<file path="src/rtl/sched_pkg.sv">
// Shared types for the burst round-robin scheduler (states, mode encoding, arbitration helper).
// Used by burst_rr_scheduler, whose optional completion wait is SCHED_WAIT_CMPLT_EN.
package sched_pkg;

   typedef enum logic [1:0] {IDLE, GRANT, DRAIN} sched_state_t;

   typedef logic [1:0] mode_t;

   localparam mode_t MODE_NONE = 2'b00;

   // With both slaves requesting the rr pointer decides, otherwise the lone requester wins.
   function automatic logic pick_slave(input logic req0, input logic req1, input logic rr_ptr);
      return (req0 && req1) ? rr_ptr : !req0;
   endfunction

endpackage

</file>
<file path="src/rtl/burst_counter.sv">
// Beat counter for one burst: synchronous clear, increment, and a flag marking the final beat slot.
module burst_counter #(
   parameter int BURST_LEN = 16
) (
   input  logic clk,
   input  logic rst_n,
   input  logic clr,
   input  logic inc,
   output logic last
);

   localparam int CW = $clog2(BURST_LEN + 1);

   logic [CW-1:0] count_q;
   logic [CW-1:0] count_d;

   always_comb begin
      count_d = count_q;
      if (clr) begin
         count_d = '0;
      end else if (inc) begin
         count_d = count_q + CW'(1);
      end
   end

   always_ff @(posedge clk or negedge rst_n) begin
      if (!rst_n) begin
         count_q <= '0;
      end else begin
         count_q <= count_d;
      end
   end

   assign last = (count_q == CW'(BURST_LEN - 1));

endmodule

</file>
<file path="src/rtl/burst_rr_scheduler.sv">
// Two-slave burst-granular round-robin scheduler feeding the datapath input FIFO.
// Define SCHED_WAIT_CMPLT_EN to hold DRAIN until the downstream master pulses mstr_cmplt.
module burst_rr_scheduler
   import sched_pkg::*;
#(
   parameter int DW        = 32,
   parameter int BURST_LEN = 16
) (
   input  logic          clk,
   input  logic          rst_n,
   input  logic [1:0]    slv0_mode,
   input  logic [DW-1:0] slv0_data,
   input  logic          slv0_data_valid,
   input  logic [7:0]    slv0_proc_val,
   output logic          slv0_ready,
   input  logic [1:0]    slv1_mode,
   input  logic [DW-1:0] slv1_data,
   input  logic          slv1_data_valid,
   input  logic [7:0]    slv1_proc_val,
   output logic          slv1_ready,
   input  logic          fifo_full,
   input  logic          mstr_cmplt,
   output logic          fifo_wr_en,
   output logic [DW-1:0] fifo_wr_data,
   output logic [1:0]    slvx_mode,
   output logic [7:0]    slvx_proc_val,
   output logic          data_source,
   output logic          burst_done,
   output logic          burst_abort
);

   sched_state_t  state_q, state_d;
   logic          grant_q, grant_d;
   logic          rr_q, rr_d;
   mode_t         mode_q, mode_d;
   logic [7:0]    pv_q, pv_d;
   logic          wr_en_q, wr_en_d;
   logic [DW-1:0] wr_data_q, wr_data_d;
   logic          done_q, done_d;
   logic          abort_q, abort_d;

   logic          req0, req1;
   mode_t         granted_mode;
   logic          abort_now;
   logic          grant_ok;
   logic          beat;
   logic          cnt_last;

   assign req0         = (slv0_mode != MODE_NONE);
   assign req1         = (slv1_mode != MODE_NONE);
   assign granted_mode = grant_q ? slv1_mode : slv0_mode;
   // A dropped mode closes the burst that cycle, so ready is withheld to avoid taking a beat.
   assign abort_now    = (state_q == GRANT) && (granted_mode == MODE_NONE);
   assign grant_ok     = (state_q == GRANT) && !fifo_full && !abort_now;
   assign slv0_ready   = grant_ok && !grant_q;
   assign slv1_ready   = grant_ok && grant_q;
   assign beat         = (slv0_ready && slv0_data_valid) || (slv1_ready && slv1_data_valid);

   burst_counter #(.BURST_LEN(BURST_LEN)) u_counter (
      .clk   (clk),
      .rst_n (rst_n),
      .clr   (state_q == IDLE),
      .inc   (beat),
      .last  (cnt_last)
   );

`ifndef SCHED_WAIT_CMPLT_EN
   logic unused_cmplt;
   assign unused_cmplt = mstr_cmplt;
`endif

   always_comb begin
      state_d   = state_q;
      grant_d   = grant_q;
      rr_d      = rr_q;
      mode_d    = mode_q;
      pv_d      = pv_q;
      wr_en_d   = beat;
      wr_data_d = beat ? (grant_q ? slv1_data : slv0_data) : wr_data_q;
      done_d    = 1'b0;
      abort_d   = 1'b0;
      case (state_q)
         IDLE: begin
            if (req0 || req1) begin
               grant_d = pick_slave(req0, req1, rr_q);
               mode_d  = grant_d ? slv1_mode : slv0_mode;
               pv_d    = grant_d ? slv1_proc_val : slv0_proc_val;
               state_d = GRANT;
            end
         end
         GRANT: begin
            if (abort_now) begin
               done_d  = 1'b1;
               abort_d = 1'b1;
               rr_d    = !grant_q;
               state_d = DRAIN;
            end else if (beat && cnt_last) begin
               done_d  = 1'b1;
               rr_d    = !grant_q;
               state_d = DRAIN;
            end
         end
         DRAIN: begin
`ifdef SCHED_WAIT_CMPLT_EN
            if (mstr_cmplt) begin
               state_d = IDLE;
            end
`else
            state_d = IDLE;
`endif
         end
         default: state_d = IDLE;
      endcase
   end

   always_ff @(posedge clk or negedge rst_n) begin
      if (!rst_n) begin
         state_q   <= IDLE;
         grant_q   <= 1'b0;
         rr_q      <= 1'b0;
         mode_q    <= MODE_NONE;
         pv_q      <= '0;
         wr_en_q   <= 1'b0;
         wr_data_q <= '0;
         done_q    <= 1'b0;
         abort_q   <= 1'b0;
      end else begin
         state_q   <= state_d;
         grant_q   <= grant_d;
         rr_q      <= rr_d;
         mode_q    <= mode_d;
         pv_q      <= pv_d;
         wr_en_q   <= wr_en_d;
         wr_data_q <= wr_data_d;
         done_q    <= done_d;
         abort_q   <= abort_d;
      end
   end

   assign fifo_wr_en    = wr_en_q;
   assign fifo_wr_data  = wr_data_q;
   assign slvx_mode     = mode_q;
   assign slvx_proc_val = pv_q;
   assign data_source   = grant_q;
   assign burst_done    = done_q;
   assign burst_abort   = abort_q;

endmodule

</file>
<file path="config.mk">
export PLATFORM = sky130hd
export DESIGN_NAME = burst_rr_scheduler
export DESIGN_NICKNAME = d
export VERILOG_FILES = /design/src/rtl/sched_pkg.sv /design/src/rtl/burst_counter.sv /design/src/rtl/burst_rr_scheduler.sv
export SDC_FILE = /design/constraint.sdc
export NUM_CORES = 1
export LEC_CHECK = 0
export BUFFER_PORTS_ARGS = -buffer_cell sky130_fd_sc_hd__buf_2
export CAP_MARGIN = 20
export CORE_MARGIN = 4
export CORE_UTILIZATION = 40
export CTS_CLUSTER_SIZE = 24
export DETAILED_ROUTE_END_ITERATION = 10
export PLACE_DENSITY_LB_ADDON = 0.05
export SYNTH_ARGS = -nofsm -noshare
export SYNTH_HDL_FRONTEND = slang
export SYNTH_HIERARCHICAL = 1
export SYNTH_SLANG_ARGS = --single-unit
export TNS_END_PERCENT = 100
</file>
<file path="constraint.sdc">
create_clock -name clk -period 1.8 [get_ports clk]
set_input_delay 0.09 -clock clk [delete_from_list [all_inputs] [get_ports clk]]
set_output_delay 0.09 -clock clk [all_outputs]
set_load 0.005 [all_outputs]
</file>
==> impl_metrics.py <==
metrics = {
    "clock_tree": {
        "cts_tree": "built",
        "htree_num_levels": 2,
        "clkLatencyLatePin_ps": 320,
        "cts_buffers": 5,
        "cts_buffer_depth": 2,
        "cts.reportedPaths.clkPinSlew_ps": 100,
        "cts_sinks": 54,
        "ctsResizeCount": 0,
        "cts-root-buf": "clkbuf_8",
    },
    "synth": {
        "synth.net_count": 310,
        "yosysSeqAreaShare_pct": 46.6,
        "synthXorXnorAreaFrac_pct": 0.302,
        "synth_flop_cell": "dfrtp_1",
        "synth_cells": 218,
        "synth_cell_types": 37,
        "synth-adder-area-share_pct": 0.862,
        "yosys.area_share.simple_pct": 8.62,
        "synth_top_family_by_area": "multiplexers",
        "syn-cell-area_um2": 2900,
        "syn_avg_cell_area_um2": 13.3,
        "synth_compound_area_share_pct": 8.41,
        "synth_mux_area_share_pct": 29.8,
        "async_flop_share_pct": 100,
        "synth_edf_count": 0,
        "yosysWarnings": 6,
        "ys_seq_elements": 54,
    },
    "setup_path": {
        "crit_type": "register to register",
        "endpoint_kind": "register",
        "crit_path_start_kind": "register",
        "crit_fanout": 12,
        "required_ps": 2010,
        "critical_path_arrival_ps": 1940,
    },
    "power": {
        "power_frac_clock_pct": 14.8,
        "switching_share_pct": 32.5,
        "p_int_uw": 3900,
        "ir_drop_uv": 693,
        "power_frac_seq_pct": 36.0,
        "p_leak_uw": 0.00194,
        "power.density_nw_per_um2": 1480,
        "combPwrFrac_pct": 49.2,
        "net-switching-power_uw": 1880,
        "total_power_uw": 5780,
    },
    "detailed_routing": {
        "drc": 0,
        "antenna_left": 0,
        "dr.pass1.iters": 4,
        "wl_um": 6610,
        "vias_per_cell": 4.77,
        "wire_per_inst_um": 14.2,
        "dr_total_vias": 2222,
        "initialDrtViolationCount": 80,
    },
    "placement": {
        "dpl.cell_count": 456,
        "pre_cts_ws_ps": 65.5,
        "dpl.hpwl_um": 5200,
        "numPortBuffers": 136,
        "gp_congestion": 0.733,
    },
    "final_layout": {
        "fin_cells": 466,
        "drive_above_1_share_pct": 64.1,
        "nets": 461,
        "multi_input_area_um2": 1410,
        "syn_to_final_growth_pct": 34.9,
        "ff_latch_area_um2": 1350,
        "antenna_cells": 0,
        "layout_commonest_cell": "buf_2",
        "final_cell_mix": "buf_2 (136), dfrtp_1 (54), mux2_2 (35)",
        "fill_cells": 637,
    },
    "die": {
        "num_rows": 30,
        "die_x_um": 93.2,
        "core_um2": 6910,
        "io_pins": 138,
        "initial_utilization_pct": 42.0,
        "die_area_um2": 8680,
        "fp.dieH_um": 93.2,
    },
    "timing": {
        "worst_pin_slew_ps": 648,
        "hold_viol_final": 0,
        "relSlewSlack_pct": 56.5,
        "fin_crit_ps": 1730,
        "rsz0062_at_grt": "no",
        "timing.final.ws_setup_ps": 72.6,
        "fin_crit_sh_pct": 96.0,
        "fin_hold_ws_ps": 35.9,
        "fin_skew_ps": 9.05,
        "drv_slew": 0,
        "setup_viol": 0,
        "fmax_mhz": 579,
    },
    "grt": {
        "grt_max_degree": 38,
        "antenna_found_initial": 0,
        "gr-total-overflow": 0,
        "grt_pass1_vias": 2202,
        "grt_pass1_wl_um": 10700,
        "grt_use_total_pct": 15.1,
    },
    "worst_hold_path": {
        "hold_class": "input port to register",
    },
    "run": {
        "drv_cap": 0,
    },
    "outcome": {
        "outcome": "completed",
    },
}
-- path summary, 6_finish.rpt --
path	depth (start not counted)	start	to	slack, ps
max	5	data_source$_DFFE_PN0P_	fifo_wr_data[0]$_DFFE_PN0P_	70
min	3	slv1_proc_val[0]	slvx_proc_val[0]$_DFFE_PN0P_	40
max reg2reg	5	data_source$_DFFE_PN0P_	fifo_wr_data[0]$_DFFE_PN0P_	70
min reg2reg	1	fifo_wr_data[6]$_DFFE_PN0P_	fifo_wr_data[6]$_DFFE_PN0P_	510
max in group asynchronous	3	rst_n	slvx_proc_val[0]$_DFFE_PN0P_	1000
min in group asynchronous	2	rst_n	fifo_wr_data[17]$_DFFE_PN0P_	260
-- cells by family after synthesis --
kind of cell             count (synthesis)
XOR/XNOR                                 1
flip-flops                              54
AND/OR/NAND/NOR                         35
AO/OA/AOI/OAI                           42
buffers and inverters                   17
multiplexers                            67
adder cells (fa/ha/maj)                  2
-- layer usage --
layer / up-vias / part of all wire (%) / global-route usage, %
met5: - / 0 / 0
met2: 93 / 46 / 24.2
met3: 5 / 8.7 / 3.78
li1: 1097 / - / -
met1: 1027 / 44 / 20.6
met4: 0 / 0.71 / 3.66
-- worst max-delay path: stages (launching register included) --
cell and delay (ps):
dfrtp_1 440, nor3b_2 200, nor4bb_4 330, buf_12 200, buf_12 150, mux2_4 300
-- timing repair --
action | 4_1_cts | 5_1_grt
endpoints found under the hold margin | 17 | 0
endpoints found under the setup margin | 0 | 2
setup buffers | 0 | 1
hold buffers | 1 | 0
-- stage by stage --
step                      area [µm²]  util, %  setup TNS, ps
after detailed placement        3780     54.7              0
final                           3910     56.7              0
after global placement          3780     54.7              0
after CTS                       3910     56.6              0
after global routing            3910     56.7              0
after floorplan                 2920        -          -46.3
-- layout make-up --
class	count	area share, %
clock buffers	5	1.76
clock inverters	3	1.25
inverters	4	0.384
multi-input cells	147	35.9
flip-flops and latches	54	34.5
well taps	96	3.07
repair buffers	157	23.1
-- cells in the mapped netlist (all sizes together) (2+ instances only) --
library cell / n / area, µm²
a31oi: 11 / 68.8
inv: 4 / 15.0
dfrtp: 54 / 1350
nand3b: 9 / 67.6
nor3b: 2 / 25.0
buf: 9 / 118
clkbuf: 3 / 11.3
ha: 2 / 25.0
mux2: 66 / 856
nand2: 3 / 11.3
and3: 2 / 12.5
o21ai: 12 / 60.1
nor2: 10 / 37.5
a21oi: 13 / 65.1
-- flip-flops by register name, summed over array words and instances (netlist names) --
| register | count |
|---|---|
| fifo_wr_data | 32 |
| slvx_proc_val | 8 |
| u_counter/count_q | 5 |
| slvx_mode | 2 |
| state_q | 2 |
| burst_abort | 1 |
| burst_done | 1 |
| data_source | 1 |
| fifo_wr_en | 1 |
| rr_q | 1 |
-- power groups by stage --
stage / Combinational, µW / Clock (µW) / Sequential (µW)
after floorplan: 1820 / 0 / 2150
after global placement: 2850 / 0 / 2120
after detailed placement: 2890 / 0 / 2110
after CTS: 2900 / 889 / 2090
after global routing: 3120 / 937 / 2160
final: 2840 / 854 / 2080
No activity file was read; power rests on OpenSTA's default activity.
